File: config.mk
export PLATFORM = sky130hd
export DESIGN_NAME = muldiv_ctrl
export DESIGN_NICKNAME = d
export VERILOG_FILES = /design/src/rtl/muldiv_pkg.sv /design/src/rtl/muldiv_signfix.sv /design/src/rtl/muldiv_ctrl.sv
export SDC_FILE = /design/constraint.sdc
export NUM_CORES = 1
export LEC_CHECK = 0
export ABC_AREA = 0
export BUFFER_PORTS_ARGS = -buffer_cell sky130_fd_sc_hd__buf_2
export CAP_MARGIN = 0
export CORE_MARGIN = 2
export CORE_UTILIZATION = 55
export CTS_CLUSTER_DIAMETER = 120
export DETAILED_ROUTE_END_ITERATION = 6
export PLACE_DENSITY = 0.74
export SETUP_SLACK_MARGIN = 0.2
export SLEW_MARGIN = 20
export SYNTH_ARGS = -nofsm -noshare
export SYNTH_HDL_FRONTEND = slang
export SYNTH_SLANG_ARGS = --single-unit
File: constraint.sdc
create_clock -name clock -period 6 [get_ports clock]
set_clock_uncertainty 0.2 [all_clocks]
set_input_delay 0.9 -clock clock [delete_from_list [all_inputs] [get_ports clock]]
set_output_delay 0.9 -clock clock [all_outputs]
set_load 0.1 [all_outputs]
File: src/rtl/muldiv_pkg.sv
// muldiv_pkg: shared types and constants for the MIPS HI/LO multiply/divide unit.
//   - state_e : 2-bit FSM state encoding (IDLE, MULT, DIV, DONE)
//   - op_e    : operation select (OP_MULT = 0, OP_DIV = 1)
//   - result_t: {hi, lo} result payload
//   - abs_val : two's-complement magnitude; 0x80000000 maps to unsigned 0x80000000
package muldiv_pkg;

    localparam int unsigned DATA_W     = 32;
    localparam int unsigned ITERATIONS = 32;
    localparam int unsigned CNT_W      = 5;
    localparam int unsigned WORK_W     = 2 * DATA_W + 1;

    typedef enum logic [1:0] {
        ST_IDLE = 2'd0,
        ST_MULT = 2'd1,
        ST_DIV  = 2'd2,
        ST_DONE = 2'd3
    } state_e;

    typedef enum logic {
        OP_MULT = 1'b0,
        OP_DIV  = 1'b1
    } op_e;

    typedef struct packed {
        logic [DATA_W-1:0] hi;
        logic [DATA_W-1:0] lo;
    } result_t;

    // Magnitude of a signed word, read back as unsigned.
    function automatic logic [DATA_W-1:0] abs_val(input logic [DATA_W-1:0] x);
        return x[DATA_W-1] ? DATA_W'(-x) : x;
    endfunction

endpackage

File: src/rtl/muldiv_signfix.sv
// muldiv_signfix: combinational sign correction for the unsigned restoring divide.
//   quot_i   : raw unsigned quotient |a| / |b|
//   rem_i    : raw unsigned remainder |a| % |b|
//   sign_a_i : sign bit of the dividend
//   sign_b_i : sign bit of the divisor
//   hi_o     : signed remainder (takes the sign of the dividend)
//   lo_o     : signed quotient (negated when operand signs differ), truncated to 32 bits
module muldiv_signfix
    import muldiv_pkg::*;
(
    input  logic [DATA_W-1:0] quot_i,
    input  logic [DATA_W-1:0] rem_i,
    input  logic              sign_a_i,
    input  logic              sign_b_i,
    output logic [DATA_W-1:0] hi_o,
    output logic [DATA_W-1:0] lo_o
);

    // Truncation makes 0x80000000 / -1 wrap back to 0x80000000.
    assign lo_o = (sign_a_i ^ sign_b_i) ? DATA_W'(-quot_i) : quot_i;
    assign hi_o = sign_a_i ? DATA_W'(-rem_i) : rem_i;

endmodule

File: src/rtl/muldiv_ctrl.sv
// muldiv_ctrl: iterative signed MULT (radix-2 Booth) / DIV (restoring) unit feeding HI/LO.
//   clock    : rising-edge clock
//   reset    : asynchronous active-low reset
//   start    : request, sampled only when idle
//   op       : 0 = MULT, 1 = DIV, sampled with start
//   abort    : cancels an in-flight MULT/DIV without completing
//   a_in     : operand A, sampled with start
//   b_in     : operand B, sampled with start
//   busy     : high from the accepting edge until one cycle after the done pulse
//   done     : one-cycle completion pulse
//   div_zero : one-cycle pulse with done when a DIV had b_in = 0 (hi/lo untouched)
//   hi_out   : MULT product[63:32] / DIV remainder
//   lo_out   : MULT product[31:0]  / DIV quotient
module muldiv_ctrl
    import muldiv_pkg::*;
(
    input  logic              clock,
    input  logic              reset,
    input  logic              start,
    input  logic              op,
    input  logic              abort,
    input  logic [DATA_W-1:0] a_in,
    input  logic [DATA_W-1:0] b_in,
    output logic              busy,
    output logic              done,
    output logic              div_zero,
    output logic [DATA_W-1:0] hi_out,
    output logic [DATA_W-1:0] lo_out
);

    state_e             state_q, state_d;
    logic [CNT_W-1:0]   cnt_q, cnt_d;
    // MULT: {acc[64:33], multiplier[32:1], q-1[0]}; DIV: {rem[64:32], quot[31:0]}
    logic [WORK_W-1:0]  work_q, work_d;
    // MULT: multiplicand; DIV: |divisor|
    logic [DATA_W-1:0]  opnd_q, opnd_d;
    op_e                op_q, op_d;
    logic               sign_a_q, sign_a_d;
    logic               sign_b_q, sign_b_d;
    logic               dz_q, dz_d;

    logic               busy_q, busy_d;
    logic               done_q, done_d;
    logic               div_zero_q, div_zero_d;
    result_t            res_q, res_d;

    logic               accept_c;
    logic               b_zero_c;
    logic               last_iter_c;
    op_e                op_in_c;

    logic [DATA_W:0]    acc_ext_c;
    logic [DATA_W:0]    mcand_ext_c;
    logic [DATA_W:0]    booth_sum_c;
    logic [WORK_W-1:0]  booth_work_c;
    logic [DATA_W:0]    div_shift_c;
    logic [DATA_W+1:0]  div_diff_c;
    logic [DATA_W:0]    div_rem_c;
    logic [WORK_W-1:0]  div_work_c;

    logic [DATA_W-1:0]  fix_hi_c;
    logic [DATA_W-1:0]  fix_lo_c;

    // busy_q is still high in the cycle right after DONE, so a start there is dropped.
    assign accept_c    = start && (state_q == ST_IDLE) && !busy_q;
    assign b_zero_c    = (b_in == '0);
    assign last_iter_c = (cnt_q == CNT_W'(ITERATIONS - 1));
    assign op_in_c     = op_e'(op);

    // State register
    always_ff @(posedge clock or negedge reset) begin
        if (!reset) begin
            state_q <= ST_IDLE;
        end else begin
            state_q <= state_d;
        end
    end

    // Next-state logic
    always_comb begin
        state_d = state_q;
        case (state_q)
            ST_IDLE: begin
                if (accept_c) begin
                    if (op_in_c == OP_MULT) begin
                        state_d = ST_MULT;
                    end else if (b_zero_c) begin
                        state_d = ST_DONE;
                    end else begin
                        state_d = ST_DIV;
                    end
                end
            end
            ST_MULT, ST_DIV: begin
                if (abort) begin
                    state_d = ST_IDLE;
                end else if (last_iter_c) begin
                    state_d = ST_DONE;
                end
            end
            ST_DONE: state_d = ST_IDLE;
            default: state_d = ST_IDLE;
        endcase
    end

    // One Booth step and one restoring-divide step from the current working register
    always_comb begin
        // 33-bit adder so that subtracting 0x80000000 cannot overflow the accumulator
        acc_ext_c   = {work_q[WORK_W-1], work_q[WORK_W-1:DATA_W+1]};
        mcand_ext_c = {opnd_q[DATA_W-1], opnd_q};
        case (work_q[1:0])
            2'b01:   booth_sum_c = acc_ext_c + mcand_ext_c;
            2'b10:   booth_sum_c = acc_ext_c - mcand_ext_c;
            default: booth_sum_c = acc_ext_c;
        endcase
        booth_work_c = {booth_sum_c, work_q[DATA_W:1]};

        div_shift_c  = {work_q[2*DATA_W-1:DATA_W], work_q[DATA_W-1]};
        div_diff_c   = {1'b0, div_shift_c} - {2'b00, opnd_q};
        div_rem_c    = div_diff_c[DATA_W+1] ? div_shift_c : div_diff_c[DATA_W:0];
        div_work_c   = {div_rem_c, work_q[DATA_W-2:0], ~div_diff_c[DATA_W+1]};
    end

    muldiv_signfix u_signfix (
        .quot_i   (work_q[DATA_W-1:0]),
        .rem_i    (work_q[2*DATA_W-1:DATA_W]),
        .sign_a_i (sign_a_q),
        .sign_b_i (sign_b_q),
        .hi_o     (fix_hi_c),
        .lo_o     (fix_lo_c)
    );

    // Operand capture, iteration counter and working-register update
    always_comb begin
        work_d   = work_q;
        opnd_d   = opnd_q;
        cnt_d    = cnt_q;
        op_d     = op_q;
        sign_a_d = sign_a_q;
        sign_b_d = sign_b_q;
        dz_d     = dz_q;
        case (state_q)
            ST_IDLE: begin
                if (accept_c) begin
                    cnt_d    = '0;
                    op_d     = op_in_c;
                    sign_a_d = a_in[DATA_W-1];
                    sign_b_d = b_in[DATA_W-1];
                    dz_d     = (op_in_c == OP_DIV) && b_zero_c;
                    if (op_in_c == OP_MULT) begin
                        work_d = {{DATA_W{1'b0}}, b_in, 1'b0};
                        opnd_d = a_in;
                    end else begin
                        work_d = {{(DATA_W+1){1'b0}}, abs_val(a_in)};
                        opnd_d = abs_val(b_in);
                    end
                end
            end
            ST_MULT: begin
                if (!abort) begin
                    work_d = booth_work_c;
                    cnt_d  = cnt_q + CNT_W'(1);
                end
            end
            ST_DIV: begin
                if (!abort) begin
                    work_d = div_work_c;
                    cnt_d  = cnt_q + CNT_W'(1);
                end
            end
            default: ;
        endcase
    end

    // Output logic: registered status pulses and HI/LO update on completion
    always_comb begin
        busy_d     = (state_d != ST_IDLE) || (state_q == ST_DONE);
        done_d     = (state_q == ST_DONE);
        div_zero_d = (state_q == ST_DONE) && dz_q;
        res_d      = res_q;
        if ((state_q == ST_DONE) && !dz_q) begin
            if (op_q == OP_DIV) begin
                res_d = {fix_hi_c, fix_lo_c};
            end else begin
                res_d = work_q[WORK_W-1:1];
            end
        end
    end

    // Datapath and output registers
    always_ff @(posedge clock or negedge reset) begin
        if (!reset) begin
            cnt_q      <= '0;
            work_q     <= '0;
            opnd_q     <= '0;
            op_q       <= OP_MULT;
            sign_a_q   <= 1'b0;
            sign_b_q   <= 1'b0;
            dz_q       <= 1'b0;
            busy_q     <= 1'b0;
            done_q     <= 1'b0;
            div_zero_q <= 1'b0;
            res_q      <= '0;
        end else begin
            cnt_q      <= cnt_d;
            work_q     <= work_d;
            opnd_q     <= opnd_d;
            op_q       <= op_d;
            sign_a_q   <= sign_a_d;
            sign_b_q   <= sign_b_d;
            dz_q       <= dz_d;
            busy_q     <= busy_d;
            done_q     <= done_d;
            div_zero_q <= div_zero_d;
            res_q      <= res_d;
        end
    end

    assign busy     = busy_q;
    assign done     = done_q;
    assign div_zero = div_zero_q;
    assign hi_out   = res_q.hi;
    assign lo_out   = res_q.lo;

endmodule

# Word level (Yosys, flattened, before mapping)
# Index checks and enable logic that the tools add are counted.
# classes
n_eq_ne,11
div,0
shifts,0
n_lt_le_gt_ge,0
n_mul,0
n_mux,22
n_addsub,8
n_reduce_logical,18
bitwise_logic,2
# ops
cell,count
two-way mux 65 bit,3
case mux 65 bit (3 select lines),1
two-way mux 32 bit,5
negation 32 bit,4
two-way mux 33 bit,2
case mux 33 bit (2 select lines),1
two-way mux 64 bit,1
subtractor 33 x 32 -> 34 bit,1
adder 32 x 32 -> 33 bit,1
subtractor 32 x 32 -> 33 bit,1
zero test 32 bit,1
two-way mux 5 bit,2
case mux 5 bit (2 select lines),1
two-way mux 2 bit,4
!= test 2 bit (second input constant),4
== test 2 bit (second input constant),3
case mux 2 bit (3 select lines),1
adder 5 x 1 -> 5 bit (second input constant),1
== test 5 bit (second input constant),1
logical AND 1 bit,5
AND reduction 5 bit,1
== test 2 x 1 -> 1 bit (second input constant),2
AND reduction 4 bit,1
nonzero test 2 bit,2
11 further kinds,12
# totals
rom_bits,0
wordCells,75
in_bits,69
latch_bits,0
memories,0
output_inout_bits,67
regBits,175
ramBits,0

# Depth between registers and ports, before layout
# logic_depth
word_depth,7
depth_mapped,19
mapped_depth_nobuf,19

# Hierarchy
# A second synthesis with hierarchy kept.
# unflattened
hier_cells,2036
area_unflattened_um2,16121.7
# by_module_without_submodules
module,cells_per_inst,area_per_inst_um2,n_inst,seq_area_each_um2
muldiv_ctrl,1816,14592.7,1,4379.2
muldiv_signfix,220,1529.0,1,0.0

# Worst setup path after synthesis
# OpenSTA, ideal clock, no wires.
# synth_path
path_type,reg-to-reg
start,register opnd_q[1]
end,register work_q[64]
required_ps,5674
arrival_ps,4278
slack_ps,1396
path_stages_with_launch,19
setup_ps,126
path_buffers,1
period_less_slack_ps,4604
cell_sequence,dfrtp_1 inv_1 ha_1 or3b_2 nor3_1 nand4_1 o41ai_1 xnor2_1 ha_1 clkbuf_1 inv_1 o21bai_1 a21o_1 nor2b_1 a211oi_1 o21ai_0 or4_1 and4_1 a221o_1
# synth_via
elab_chain_cells,4
word_cells_on_any_way,8
cone_classes,3 x add/sub; 5 x mux
# synth_rtl
element,line,source
"start, declared",muldiv_ctrl.sv:36,"logic [DATA_W-1:0] opnd_q, opnd_d;"
"start signal, assigned",muldiv_ctrl.sv:207,opnd_q <= opnd_d;
subtractor 32 x 32 -> 33 bit (tied with other cells),muldiv_ctrl.sv:113,2'b10: booth_sum_c = acc_ext_c - mcand_ext_c;
case mux 33 bit (2 select lines) / two-way mux 33 bit (equally long branches),"muldiv_ctrl.sv:111, muldiv_ctrl.sv:120",
"two-way mux 65 bit, on equally long branches","muldiv_ctrl.sv:160, muldiv_ctrl.sv:166",
case mux 65 bit (3 select lines) *,muldiv_ctrl.sv:142,case (state_q)
"end signal, assigned",muldiv_ctrl.sv:206,work_q <= work_d;
"end, declared",muldiv_ctrl.sv:34,"logic [WORK_W-1:0] work_q, work_d;"
# Every way passes the cells marked *; elsewhere a longest branch is shown, timed or not. The select of a mux whose other input is x is not followed.
# A chain may end at the register's enable or synchronous reset.

# Final worst setup path
# Ends and elaborated chain as after synthesis.

==> results.tsv <==
stage	metric	value	unit
worst_hold_path	Hold WC Path Type	primary input to async pin	
clocking	depth of the CTS H-tree	4	
clocking	CTS tree	yes	
setup_path	WP data required	6.14	ns
timing	fin. max-slew vios	0	
clocking	Post-CTS Resized	0	
setup_path	critical-path maximum fanout	6	
clocking	Clock Path Buffers	2	
synthesis	asr flop ratio synth	1.00	
timing	crit share post-route	0.885	
power	Int Pwr	4.84	mW
finish	share of layout cells above drive strength 1	0.107	
setup_path	CP Data Arrival Time	5.45	ns
synthesis	mapped cell area	15800	um^2
power	Worst VDD drop	0.502	mV
timing	endpoints failing setup	0	
routing	Final ANT Viol Nets	0	
clocking	Hold Buf Count CTS	0	
clocking	Clock Sinks	175	
synthesis	Cells after Synth	2062	
die	DIE HEIGHT	173	um
routing	Iter 0 DRT Violations	1445	
finish	n_diodes	0	
setup_path	crit path buf inv count	1	
setup_path	worst-path cell chain	inv_1, ha_1, or3b_2, nor3_1, nand4_1, nor4_1, a21oi_1, xnor2_1, ha_1, nand4_1, nor2b_1, a211oi_1, o21ai_0, or4_1, and4_1, a221o_1	
finish	nets	2230	
clocking	Setup Buffers After CTS	0	
routing	DR WL/cell	20.7	um
setup_path	R2R depth	16	
die	row count	62	
setup_path	Setup crit start kind	flop	
placement	# port buffers	135	
timing	Slew HR	0.295	
power	Net Sw Frac	0.578	
placement	GP Congestion	0.990	
grt	initial antenna violation count	2	
synthesis	register area share after synthesis	0.277	
grt	Congestion Overflow GR	0	
grt	largest net degree at the start of global routing	120	
clocking	Skew-Pair Late Insertion Delay	0.46	ns
flow_run	Max-cap violations	0	
grt	global-route usage over all layers	0.342	
routing	Detailed Routing Iterations Pass 1	5	
setup_path	critical path's largest stage delay	0.55	ns
timing	Max Clock Freq	188	MHz
timing	RSZ-0062 raised after global routing	no	
routing	drt via density	6.23	
clocking	Worst-path clk slew	0.08	ns
synthesis	Mapped Avg Cell Area	7.66	um^2
synthesis	Synth cell types	72	
synthesis	Area contributors post-synth	dfrtp_1, o21ai_0, nand2_1	
synthesis	count leader, synth	nand2_1	
die	I/O pin count	136	
placement	Post-DP HPWL	38.6	mm
grt	first-pass GRT wire length	81.2	mm
clocking	CTS root buffer	clkbuf_16	
placement	post-place instance area	16600	um^2
die	die area	30100	um^2
timing	post-layout minimum cycle time	5.31	ns
synthesis	Syn Nets	2210	
finish	final instance area	17200	um^2
power	Flop pwr share	0.208	
synthesis	Post-synth EDFFs	0	
die	core box area	28500	um^2
power	pwr dens	668	nW/um^2
routing	final WL	51.2	mm
synthesis	Synth top area share	0.277	
die	Die X	173	um
grt	vias in the first global route	14400	
synthesis	Synth area leader	dfrtp_1	
setup_path	slowest stage cell on the critical path	or4_1	
setup_path	Critical Path Stages	16	
finish	Layout Utilization	0.603	
outcome	status	finished clean	
synthesis	top_reg_cell synth	dfrtp_1	
power	post-layout power	11.5	mW
power	Logic pwr share	0.692	
setup_path	crit path capture type	flop	
clocking	cts bufs inserted	17	
power	Clock Power Share	0.100	
routing	DRC Markers	0	
finish	Area growth syn-to-layout	8.59	%
timing	final hold viol count	0	
power	sw power	6.62	mW
routing	via count	15400	
timing	Tightest Pin Transition	1.06	ns
synthesis	number of synthesized register bits	175	
die	Initial Util	0.555	
setup_path	delay-heaviest family, CP	simple AND/OR/NAND/NOR gates	
synthesis	commonest cells in the netlist	nand2_1, o21ai_0, dfrtp_1	
synthesis	Yosys warning count	0	
power	Pleak	7.69	nW
timing	Sum Neg Setup Slack	0	ns
setup_path	CP Class	flop to flop	
timing	Hold Slack	0.278	ns
layout make-up:
| cell class | count | area (um^2) |
|---|---|---|
| clock buffer | 17 | 425 |
| tap | 384 | 480 |
| sequential | 175 | 4380 |
| clock inverter | 15 | 169 |
| inverter | 65 | 244 |
| multi-input combinational | 1673 | 10600 |
| timing repair buffer | 150 | 822 |
| fill | 2642 | 11300 |
kinds of logic after synthesis:
logic type      count (synthesis)  synth area share
simple gates                  639             0.185
buf+inv                       214            0.0518
xor+xnor                      197             0.109
compound gates                696             0.273
fa+ha+maj                      79            0.0635
flops                         175             0.277
mux                            62            0.0405
sequential cells by signal, summed over array words and instances (netlist names):
| name | flops |
|---|---|
| div_zero | 1 |
| hi_out | 32 |
| cnt_q | 5 |
| lo_out | 32 |
| op_q | 1 |
| sign_a_q | 1 |
| work_q | 65 |
| opnd_q | 32 |
| busy | 1 |
| sign_b_q | 1 |
| done | 1 |
| state_q | 2 |
| dz_q | 1 |
stage by stage:
step	std cells	worst slack, ns
final	2479	0.688
after global routing	2479	0.300
after detailed placement	2447	0.736
after floorplan	2062	1.40
after CTS	2479	0.717
after global placement	2447	0.885
path summary, 6_finish.rpt:
path | from | end | slack, ns
worst max-delay path | opnd_q[1]$_DFFE_PN0P_ | work_q[64]$_DFFE_PN0P_ | 0.69
worst min-delay path | reset | hi_out[28]$_DFFE_PN0P_ | 0.28
worst max register to register | opnd_q[1]$_DFFE_PN0P_ | work_q[64]$_DFFE_PN0P_ | 0.69
worst min register to register | lo_out[12]$_DFFE_PN0P_ | lo_out[12]$_DFFE_PN0P_ | 0.28
max in group asynchronous | reset | op_q$_DFFE_PN0P_ | 4.26
min in group clock | lo_out[12]$_DFFE_PN0P_ | lo_out[12]$_DFFE_PN0P_ | 0.28
layer usage:
metal | up-vias | share of wire | global-route usage
li1 | 7413 | - | -
met1 | 7261 | 0.44 | 0.481
met2 | 685 | 0.45 | 0.535
met3 | 79 | 0.087 | 0.0671
met4 | 2 | 0.026 | 0.102
met5 | - | 0.00035 | 0
cell usage in the layout (no fill, tap or decap), types with 64 or more instances in the layout:
cell	instances
dfrtp_1	174
buf_2	133
o21ai_0	277
a21oi_1	130
nor2_1	112
inv_1	64
xnor2_1	95
xor2_1	101
nand2_1	320
ha_1	75
power groups by stage:
stage / Clock (mW) / Combinational [mW] / Sequential [mW]
4_1_cts: 1.16 / 7.84 / 2.36
3_5_place_dp: 0 / 7.80 / 2.38
5_1_grt: 1.20 / 8.65 / 2.47
6_report: 1.14 / 7.93 / 2.39
3_3_place_gp: 0 / 7.71 / 2.36
2_1_floorplan: 0 / 5.11 / 3.19
Note: power is estimated with default switching activity, not from simulation.
